==> src/rtl/opmac_pkg.sv <==
// Shared constants, state encoding and index helper for the 3x3 outer-product MAC.
package opmac_pkg;

    localparam int N         = 3;
    localparam int NUM_EL    = 9;
    localparam int DEF_DW    = 4;
    localparam int DEF_ACC_W = 10;
    localparam int IDX_W     = 4;

    typedef enum logic [2:0] {
        ST_IDLE  = 3'd0,
        ST_U1    = 3'd1,
        ST_U2    = 3'd2,
        ST_U3    = 3'd3,
        ST_DRAIN = 3'd4,
        ST_DONE  = 3'd5
    } state_e;

    // Row-major flattening of a (row, col) pair into a result index.
    function automatic int unsigned flat_idx(input int unsigned i, input int unsigned j);
        return (i * N) + j;
    endfunction

endpackage

==> src/rtl/outer_product_mac_mac_cell.sv <==
// Single multiply-accumulate cell: acc <= acc_clr ? 0 : acc_en ? acc + a*b : acc.
module mac_cell
    import opmac_pkg::*;
#(
    parameter int DW    = DEF_DW,
    parameter int ACC_W = DEF_ACC_W
) (
    input  logic             clk,
    input  logic             clear,
    input  logic             acc_clr,
    input  logic             acc_en,
    input  logic [DW-1:0]    a,
    input  logic [DW-1:0]    b,
    output logic [ACC_W-1:0] acc
);

    logic [2*DW-1:0] prod_s;

    assign prod_s = {{DW{1'b0}}, a} * {{DW{1'b0}}, b};

    // Accumulator register; clear and acc_clr both discard the running sum.
    always_ff @(posedge clk) begin
        if (clear) begin
            acc <= '0;
        end else if (acc_clr) begin
            acc <= '0;
        end else if (acc_en) begin
            acc <= acc + ACC_W'(prod_s);
        end else begin
            acc <= acc;
        end
    end

endmodule

==> src/rtl/outer_product_mac.sv <==
// Sequences the operand bank unload strobes, accumulates C = W*X as three outer
// products, then streams the nine results row-major over valid/ready.
module outer_product_mac
    import opmac_pkg::*;
#(
    parameter int DW    = DEF_DW,
    parameter int ACC_W = DEF_ACC_W
) (
    input  logic             clk,
    input  logic             clear,
    input  logic             start,
    input  logic [DW-1:0]    w1,
    input  logic [DW-1:0]    w2,
    input  logic [DW-1:0]    w3,
    input  logic [DW-1:0]    x1,
    input  logic [DW-1:0]    x2,
    input  logic [DW-1:0]    x3,
    output logic             unload1,
    output logic             unload2,
    output logic             unload3,
    output logic [ACC_W-1:0] res_data,
    output logic [IDX_W-1:0] res_idx,
    output logic             res_valid,
    input  logic             res_ready,
    output logic             busy,
    output logic             done
);

    state_e             state_r;
    state_e             state_nxt_s;
    logic               start_q_r;
    logic               start_rise_s;
    logic               acc_clr_s;
    logic               acc_en_s;
    logic               accept_s;
    logic               unload1_r;
    logic               unload2_r;
    logic               unload3_r;
    logic               res_valid_r;
    logic               busy_r;
    logic               done_r;
    logic [IDX_W-1:0]   res_idx_r;
    logic [ACC_W-1:0]   res_data_s;
    logic [DW-1:0]      w_s [N];
    logic [DW-1:0]      x_s [N];
    logic [ACC_W-1:0]   acc_s [NUM_EL];

    assign w_s[0] = w1;
    assign w_s[1] = w2;
    assign w_s[2] = w3;
    assign x_s[0] = x1;
    assign x_s[1] = x2;
    assign x_s[2] = x3;

    assign start_rise_s = start & ~start_q_r;
    assign acc_clr_s    = (state_r == ST_IDLE) && start_rise_s;
    assign acc_en_s     = (state_r == ST_U1) || (state_r == ST_U2) || (state_r == ST_U3);
    assign accept_s     = res_valid_r & res_ready;

    // Cell (i,j) sees row i of the presented W column and column j of the presented X row.
    for (genvar gi = 0; gi < N; gi++) begin : g_row
        for (genvar gj = 0; gj < N; gj++) begin : g_col
            mac_cell #(
                .DW    (DW),
                .ACC_W (ACC_W)
            ) u_cell (
                .clk     (clk),
                .clear   (clear),
                .acc_clr (acc_clr_s),
                .acc_en  (acc_en_s),
                .a       (w_s[gi]),
                .b       (x_s[gj]),
                .acc     (acc_s[flat_idx(gi, gj)])
            );
        end
    end

    // Next-state logic; unknown encodings fall back to IDLE.
    always_comb begin
        state_nxt_s = state_r;
        case (state_r)
            ST_IDLE: begin
                if (start_rise_s) begin
                    state_nxt_s = ST_U1;
                end else begin
                    state_nxt_s = ST_IDLE;
                end
            end
            ST_U1:   state_nxt_s = ST_U2;
            ST_U2:   state_nxt_s = ST_U3;
            ST_U3:   state_nxt_s = ST_DRAIN;
            ST_DRAIN: begin
                if (accept_s && (res_idx_r == 4'd8)) begin
                    state_nxt_s = ST_DONE;
                end else begin
                    state_nxt_s = ST_DRAIN;
                end
            end
            ST_DONE: state_nxt_s = ST_IDLE;
            default: state_nxt_s = ST_IDLE;
        endcase
    end

    // State, edge detector, index counter and flags decoded from the next state.
    always_ff @(posedge clk) begin
        if (clear) begin
            state_r     <= ST_IDLE;
            start_q_r   <= 1'b0;
            res_idx_r   <= 4'd0;
            unload1_r   <= 1'b0;
            unload2_r   <= 1'b0;
            unload3_r   <= 1'b0;
            res_valid_r <= 1'b0;
            busy_r      <= 1'b0;
            done_r      <= 1'b0;
        end else begin
            state_r     <= state_nxt_s;
            start_q_r   <= start;
            if (accept_s) begin
                res_idx_r <= (res_idx_r == 4'd8) ? 4'd0 : (res_idx_r + 4'd1);
            end else begin
                res_idx_r <= res_idx_r;
            end
            unload1_r   <= (state_nxt_s == ST_U1);
            unload2_r   <= (state_nxt_s == ST_U2);
            unload3_r   <= (state_nxt_s == ST_U3);
            res_valid_r <= (state_nxt_s == ST_DRAIN);
            busy_r      <= (state_nxt_s != ST_IDLE);
            done_r      <= (state_nxt_s == ST_DONE);
        end
    end

    // Result mux over the accumulator array.
    always_comb begin
        res_data_s = '0;
        if (res_idx_r <= 4'd8) begin
            res_data_s = acc_s[res_idx_r];
        end else begin
            res_data_s = '0;
        end
    end

    assign unload1   = unload1_r;
    assign unload2   = unload2_r;
    assign unload3   = unload3_r;
    assign res_valid = res_valid_r;
    assign res_idx   = res_idx_r;
    assign res_data  = res_data_s;
    assign busy      = busy_r;
    assign done      = done_r;

endmodule

==> config.mk <==
export PLATFORM = sky130hd
export DESIGN_NAME = outer_product_mac
export DESIGN_NICKNAME = d
export VERILOG_FILES = /design/src/rtl/opmac_pkg.sv /design/src/rtl/outer_product_mac_mac_cell.sv /design/src/rtl/outer_product_mac.sv
export SDC_FILE = /design/constraint.sdc
export NUM_CORES = 1
export LEC_CHECK = 0
export CORE_ASPECT_RATIO = 0.6
export CORE_MARGIN = 2
export CORE_UTILIZATION = 57
export DETAILED_ROUTE_END_ITERATION = 7
export PLACE_DENSITY = 0.79
export SYNTH_ARGS = -nofsm -noshare
export SYNTH_HDL_FRONTEND = slang
export SYNTH_HIERARCHICAL = 1
export SYNTH_SLANG_ARGS = --single-unit
==> constraint.sdc <==
create_clock -name clk -period 3.8 [get_ports clk]
set_clock_uncertainty 0.15 [all_clocks]
set_input_delay 0.76 -clock clk [delete_from_list [all_inputs] [get_ports clk]]
set_output_delay 0.76 -clock clk [all_outputs]
set_load 0.01 [all_outputs]
==> reports/qor.txt, run 1 <==
die area: 21700 um2
Synth Area per Inst: 9.05 um2
DRT Pass-1 Iters: 6
Total GRT Usage: 33.5%
number of enable flip-flop cells after synthesis: 0
Finished Layout Cells: 1767
post-route setup slack: -25.0 ps
Area growth, synth to finish: 25.1%
Yosys warning count: 6
clock sink total: 104
# rows: 40
worst vdd ir: 0.200 mV
footprint of the multi-input gates: 9370 um2
fin crit share: 101%
first-pass GRT wire length: 56.4 mm
starting density of the core: 58.3%
final-report hold violation count: 0
max_slew headroom: 61.3%
Die W: 189 um
CTS root buffer: clkbuf_16
cts hold-fix bufs: 0
CTS tree: done
Clk pin slew, worst setup/hold paths: 80 ps
FILL cells: 1432
outcome: complete, but fails checks
area taken by flip-flops and latches: 2080 um2
post-synth cell types: 65
setup violators final: 1
layout cells sized above 1: 24.0%
DPL Wire Length: 26.2 mm
Synth Instances: 1289
failing checks: negative setup slack
register area share after synthesis: 17.9%
io pins: 48
critical path capture point type: register
Reg2Reg Depth: 7
drt total wl: 35.6 mm
DIE HEIGHT: 115 um
FFs w/ async S/R, synth: 0%
Max Cap Viol: 0
critical path data required time: 3900 ps
Via-to-Cell Ratio: 6.07
# DRC: 0
Core ar.: 20000 um2
initial antenna violation count: 1
largest net degree at the start of global routing: 42
total grt overflow: 0
ANT nets after route: 0
Synthesized Nets: 1562
Yosys reg bits: 104
vias in the first global route: 10.7k
placed cells: 1727
Final Max Tran Viols: 0
vias after detailed routing: 10.7k
Crit path arrival time: 3930 ps
gp weighted congestion: 0.973
Worst-Margin Slew: 578 ps
clock tree buffer depth: 2
CP Launch Type: input port
Worst Hold Class: register to register
# H-tree levels: 3
Setup CP Type: input port to register
top_reg_cell synth: dfxtp_1
Worst Hold Slack: 340 ps
final core utilization: 72.9%
TritonCTS buffer count: 9
Worst Hold Path Cells: 2
post-place setup slack: -926 ps
nets: 1761
CP max FO: 7
clk_lat worst skew: 370 ps
Synth Cell Area: 11700 um2
Port Buffers: 47
Power Dens Cells: 364 nW/um2
RSZ-0062 raised after global routing: yes
Starting DRT DRC Count: 948
Setup TNS: -25.0 ps
fmax: 261 MHz
static leakage: 6.86 nW
routed len/inst: 20.1 um
crit path time final: 3830 ps
state kept, by name, summed over array words and instances, names as in the netlist:
signal and cells:
unload1 1, start_q_r 1, unload2 1, res_valid 1, busy 1, done 1
state_r 3, res_idx 4, g_row.g_col.u_cell/acc 90, unload3 1
cell usage after synthesis, drive strengths merged, types with 6 or more instances:
master,count,share of area (%)
inv,175,5.6
ha,164,18
and2,109,5.8
dfxtp,104,18
fa,81,14
nand2,79,2.5
nor2,61,2.0
nand3,54,2.3
a21oi,43,1.8
o21ai,35,1.5
mux2i,33,2.8
xnor2,26,2.0
buf,22,1.6
a21o,21,1.4
mux2,20,2.3
a211oi,19,1.2
o211ai,18,1.2
nor3,15,0.74
nand2b,13,0.70
nor2b,13,0.80
or3,13,0.76
mux4,10,2.1
nor4,10,0.54
o21bai,10,0.68
o22ai,10,0.80
o31ai,10,1.1
or2,10,0.54
a211o,9,0.68
a31oi,9,0.48
clkbuf,9,0.29
nand3b,8,0.51
nor4b,8,0.60
xor2,7,0.53
a221oi,6,0.61
a311o,6,0.51
a41oi,6,0.45
o2111ai,6,0.45
o211a,6,0.51
o21ba,6,0.51
o2bb2ai,6,0.45
or4,6,0.39
worst paths after layout:
path | startpoint | end | slack (ps)
max | x1[1] | g_row[2].g_col[0].u_cell/acc[6]$_SDFFE_PP0P_ | -30
max reg2reg | state_r[1]$_SDFF_PP0_ | g_row[2].g_col[2].u_cell/acc[8]$_SDFFE_PP0P_ | 1030
min reg2reg | g_row[1].g_col[0].u_cell/acc[9]$_SDFFE_PP0P_ | g_row[1].g_col[0].u_cell/acc[9]$_SDFFE_PP0P_ | 340
min | g_row[1].g_col[0].u_cell/acc[9]$_SDFFE_PP0P_ | g_row[1].g_col[0].u_cell/acc[9]$_SDFFE_PP0P_ | 340
where the power goes:
| part | switching, mW | internal, mW |
|---|---|---|
| clock | 0.487 | 0.453 |
| sequential | 0.135 | 1.19 |
| combinational | 1.58 | 1.47 |
metrics by stage:
step           total power [mW]  cell area (um2)
2_1_floorplan              2.86            11700
3_3_place_gp               3.67            13400
3_5_place_dp               3.78            13400
4_1_cts                    5.05            14400
5_1_grt                    5.61            14600
6_report                   5.31            14600
routing by layer:
layer / wire [um] / global-route usage (%) / vias to the layer above
met4: 965 / 10.8 / 0
met5: 0 / 0 / -
met1: 15400 / 46.3 / 5189
met3: 4050 / 9.95 / 73
met2: 15100 / 50.8 / 565
li1: - / - / 4895
cell families after synthesis:
family	count (synthesis)	share of synthesized area, %
xor+xnor	33	2.48
fa+ha+maj	245	31.5
flops	104	17.9
simple gates	405	18.7
mux	63	7.15
buf+inv	207	7.58
compound gates	232	14.8
layout by cell type (no fill, tap or decap), types with 9 or more instances in the layout:
| cell | synthesis | routed |
|---|---|---|
| ha_1 | 164 | 141 |
| nor2_1 | 59 | 57 |
| clkbuf_16 | 0 | 9 |
| mux2i_1 | 33 | 33 |
| inv_2 | 2 | 10 |
| clkdlybuf4s50_1 | 0 | 25 |
| nand2_2 | 0 | 10 |
| inv_1 | 173 | 165 |
| o21ai_0 | 26 | 20 |
| a21oi_1 | 43 | 36 |
| dfxtp_1 | 104 | 103 |
| ha_4 | 0 | 22 |
| xnor2_1 | 26 | 22 |
| nand2b_1 | 13 | 13 |
| nor3_1 | 14 | 14 |
| nand2_1 | 79 | 65 |
| o31ai_2 | 10 | 10 |
| o211ai_1 | 18 | 18 |
| a211oi_1 | 19 | 13 |
| a211o_1 | 9 | 9 |
| fa_1 | 81 | 77 |
| a31oi_1 | 9 | 9 |
| a21o_1 | 21 | 19 |
| o21ai_1 | 9 | 10 |
| mux2_4 | 10 | 10 |
| buf_6 | 10 | 20 |
| buf_4 | 0 | 147 |
| nand3_1 | 54 | 52 |
| and2_1 | 109 | 103 |
worst max-delay path, cell delays in order:
cell and delay, ps:
dlygate4sd2_1 240, buf_6 140, nand2_4 60, fa_2 470
fa_1 520, inv_1 50, fa_1 550, ha_4 230
buf_6 120, o211ai_1 310, o21bai_4 120, buf_4 150
xnor2_2 140, o21ai_1 70
layout make-up:
| cell class | count | share of cell area [%] |
|---|---|---|
| timing repair buffer | 219 | 12.6 |
| multi-input combinational | 978 | 64.3 |
| clock buffer | 9 | 1.54 |
| inverter | 176 | 4.53 |
| clock inverter | 7 | 0.386 |
| tap | 273 | 2.34 |
| sequential | 104 | 14.3 |
| antenna | 1 | 0.0172 |
what timing repair did:
| action | CTS | global route |
|---|---|---|
| setup endpoints to repair | 56 | 34 |
| pin swaps | 84 | 58 |
| buffers inserted | 13 | 9 |
| gates resized for setup | 132 | 71 |
| cloned | 2 | 0 |
No activity file was read; power rests on OpenSTA's default activity.
==> run 2, diff against run 1 <==
--- a/config.mk
+++ b/config.mk
@@ -8,8 +8,10 @@
 export CORE_ASPECT_RATIO = 0.6
 export CORE_MARGIN = 2
 export CORE_UTILIZATION = 57
+export CTS_CLUSTER_DIAMETER = 150
 export DETAILED_ROUTE_END_ITERATION = 7
 export PLACE_DENSITY = 0.79
+export SETUP_SLACK_MARGIN = 0.2
 export SYNTH_ARGS = -nofsm -noshare
 export SYNTH_HDL_FRONTEND = slang
 export SYNTH_HIERARCHICAL = 1
==> run 2 against run 1 <==
The flow now finishes without violations. Critical path type unchanged. Cell area up 4.2%. Non-clock buffer count is 9 higher. Core utilization grew 3.1 points. Hold slack better by 13 ps. Via count is 6.8% higher. Clock power increased by 4.4%. Sequential share of layout area down 0.57 points. Routed wire length grew 17%. Sequential cell count stayed put.
==> reports/qor.txt, run 2 (synthesized netlist as in run 1, its figures left out) <==
outcome: finished, final reports clean
critical path capture point type: register
clk_lat worst skew: 390 ps
Starting DRT DRC Count: 1486
Cell Area, Placed: 13600 um2
layout cells sized above 1: 28.0%
GR met2 Demand/Resource: 51.9%
crit path time final: 3760 ps
Biggest register: g_row.g_col.u_cell/acc
DIE HEIGHT: 115 um
starting density of the core: 58.3%
total grt overflow: 0
FILL cells: 1214
RSZ-0062 raised after global routing: yes
DRT Pass-1 Iters: 6
Setup TNS: 0 ps
critical path's slowest cell: fa_1
Via-to-Cell Ratio: 6.45
CTS root buffer: clkbuf_16
CP Launch Type: input port
fin crit share: 99.0%
first-pass GRT wire length: 57.8 mm
slowest cell delay on critical path: 570 ps
HP Start: g_row[1].g_col[0].u_cell/acc[4]$_SDFFE_PP0P_
# H-tree levels: 3
worst vdd ir: 0.267 mV
commonest non-fill, non-tap cells in the layout: inv_1, buf_4, ha_1
met3 usage: 11.7%
clock sink total: 104
clock tree buffer depth: 2
# DRC: 0
# rows: 40
worst setup path start: x2[0]
Clk pin slew, worst setup/hold paths: 80 ps
largest net degree at the start of global routing: 42
reg2reg end: g_row[2].g_col[1].u_cell/acc[7]$_SDFFE_PP0P_
Setup CP Type: input port to register
reg2reg start: g_row[2].g_col[1].u_cell/acc[5]$_SDFFE_PP0P_
Reg2Reg Depth: 8
vias after detailed routing: 11.5k
TritonCTS buffer count: 9
setup violators final: 0
most common cell after layout, fill and taps aside: inv_1
io pins: 48
initial antenna violation count: 2
Buf/Inv on CP: 3
Area growth, synth to finish: 30.3%
Power Dens Cells: 373 nW/um2
static leakage: 7.05 nW
nets: 1770
Max Cap Viol: 0
Cell Chain, Critical Path: clkdlybuf4s50_1 > buf_6 > nand2_1 > fa_1 > inv_2 > fa_1 > ha_4 > a21o_1 > a221oi_2 > nor4_1 > a311o_1
met1 usage: 47.9%
vias in the first global route: 10.7k
critical path data required time: 3910 ps
gp weighted congestion: 1.02
drt total wl: 41.6 mm
reg-to-reg slack, setup: 1150 ps
Die W: 189 um
Total GRT Usage: 34.7%
CTS tree: done
die area: 21700 um2
routed len/inst: 23.4 um
CP max FO: 10
most frequent CP cell: fa_1
Worst Hold Class: register to register
layer with the highest usage: met2
final-report hold violation count: 0
DPL Wire Length: 26.5 mm
number of flip-flops in the largest register: 90
fmax: 266 MHz
ANT nets after route: 0
cts hold-fix bufs: 0
Final Max Tran Viols: 0
Worst Hold Path Cells: 2
Worst-Margin Slew: 653 ps
Crit path arrival time: 3870 ps
Worst path top cell family by delay: adder cells
Core ar.: 20000 um2
Hold Path End: g_row[1].g_col[0].u_cell/acc[4]$_SDFFE_PP0P_
Design Area, Final: 15200 um2
max_slew headroom: 56.3%
Port Buffers: 47
## run 2: cell types whose count changed in the layout (fill, tap and decap cells not counted), moves of 8 or more
cell    previous run  this run
ha_1             141       132
fa_2               4        14
buf_12             3        12
buf_4            147       155
fa_1              77        67
ha_4              22        32
## run 2: final cells by class
| type | instances | area, um2 | area share (%) |
|---|---|---|---|
| multi-input cells | 978 | 9710 | 63.9 |
| clock inverters | 7 | 73.8 | 0.486 |
| well taps | 273 | 342 | 2.25 |
| inverters | 176 | 661 | 4.35 |
| flip-flops and latches | 104 | 2080 | 13.7 |
| repair buffers | 228 | 2090 | 13.8 |
| diodes | 2 | 5.00 | 0.0329 |
| clock buffers | 9 | 225 | 1.48 |
## run 2: repair_timing
item,CTS,global route
hold endpoints to repair,0,0
buffers inserted,24,12
pin swaps,70,108
gates resized for setup,166,123
setup endpoints to repair,72,48
cloned,3,1
## run 2: power by group
group	internal (mW)	total [mW]	switching (mW)
clock	0.465	0.982	0.517
sequential	1.19	1.33	0.140
combinational	1.60	3.35	1.76
total	3.25	5.66	2.41
## run 2: per-stage QoR
stage | instances | hold slack (ps) | utilization (%) | setup WS [ps] | total power, mW
final | 1777 | 353 | 75.9 | 37.0 | 5.66
after global placement | 1719 | 306 | 67.7 | -667 | 3.81
after detailed placement | 1719 | 321 | 67.7 | -747 | 3.90
after CTS | 1762 | 345 | 72.4 | 184 | 5.12
after global routing | 1775 | 366 | 75.9 | 18.1 | 5.91
after floorplan | 1289 | 292 | - | 177 | 2.98
## run 2: per-layer routing
metal / share of wire [%] / up-vias / routed length, um
li1: - / 4909 / -
met1: 39 / 5497 / 16300
met2: 43 / 866 / 17900
met3: 14 / 179 / 5750
met4: 3.9 / 2 / 1610
met5: 0.034 / - / 14
## run 2: worst register-to-register path, cell delays in order (launching register included)
cell	delay (ps)
dfxtp_1	440
inv_1	110
fa_1	570
inv_1	80
ha_4	240
a21o_1	210
a221oi_2	330
nor4_1	110
a311o_1	290
## run 2: how the worst max path moves through the flow
stage                                              endpoint  slack (ps)  depth (start not counted)
2_1_floorplan  g_row[2].g_col[1].u_cell/acc[7]$_SDFFE_PP0P_         180                         10
3_3_place_gp   g_row[0].g_col[1].u_cell/acc[6]$_SDFFE_PP0P_        -670                         11
3_5_place_dp   g_row[2].g_col[2].u_cell/acc[9]$_SDFFE_PP0P_        -750                         12
4_1_cts        g_row[2].g_col[0].u_cell/acc[7]$_SDFFE_PP0P_         180                         13
5_1_grt        g_row[2].g_col[1].u_cell/acc[5]$_SDFFE_PP0P_          20                         12
6_report       g_row[2].g_col[1].u_cell/acc[7]$_SDFFE_PP0P_          40                         11
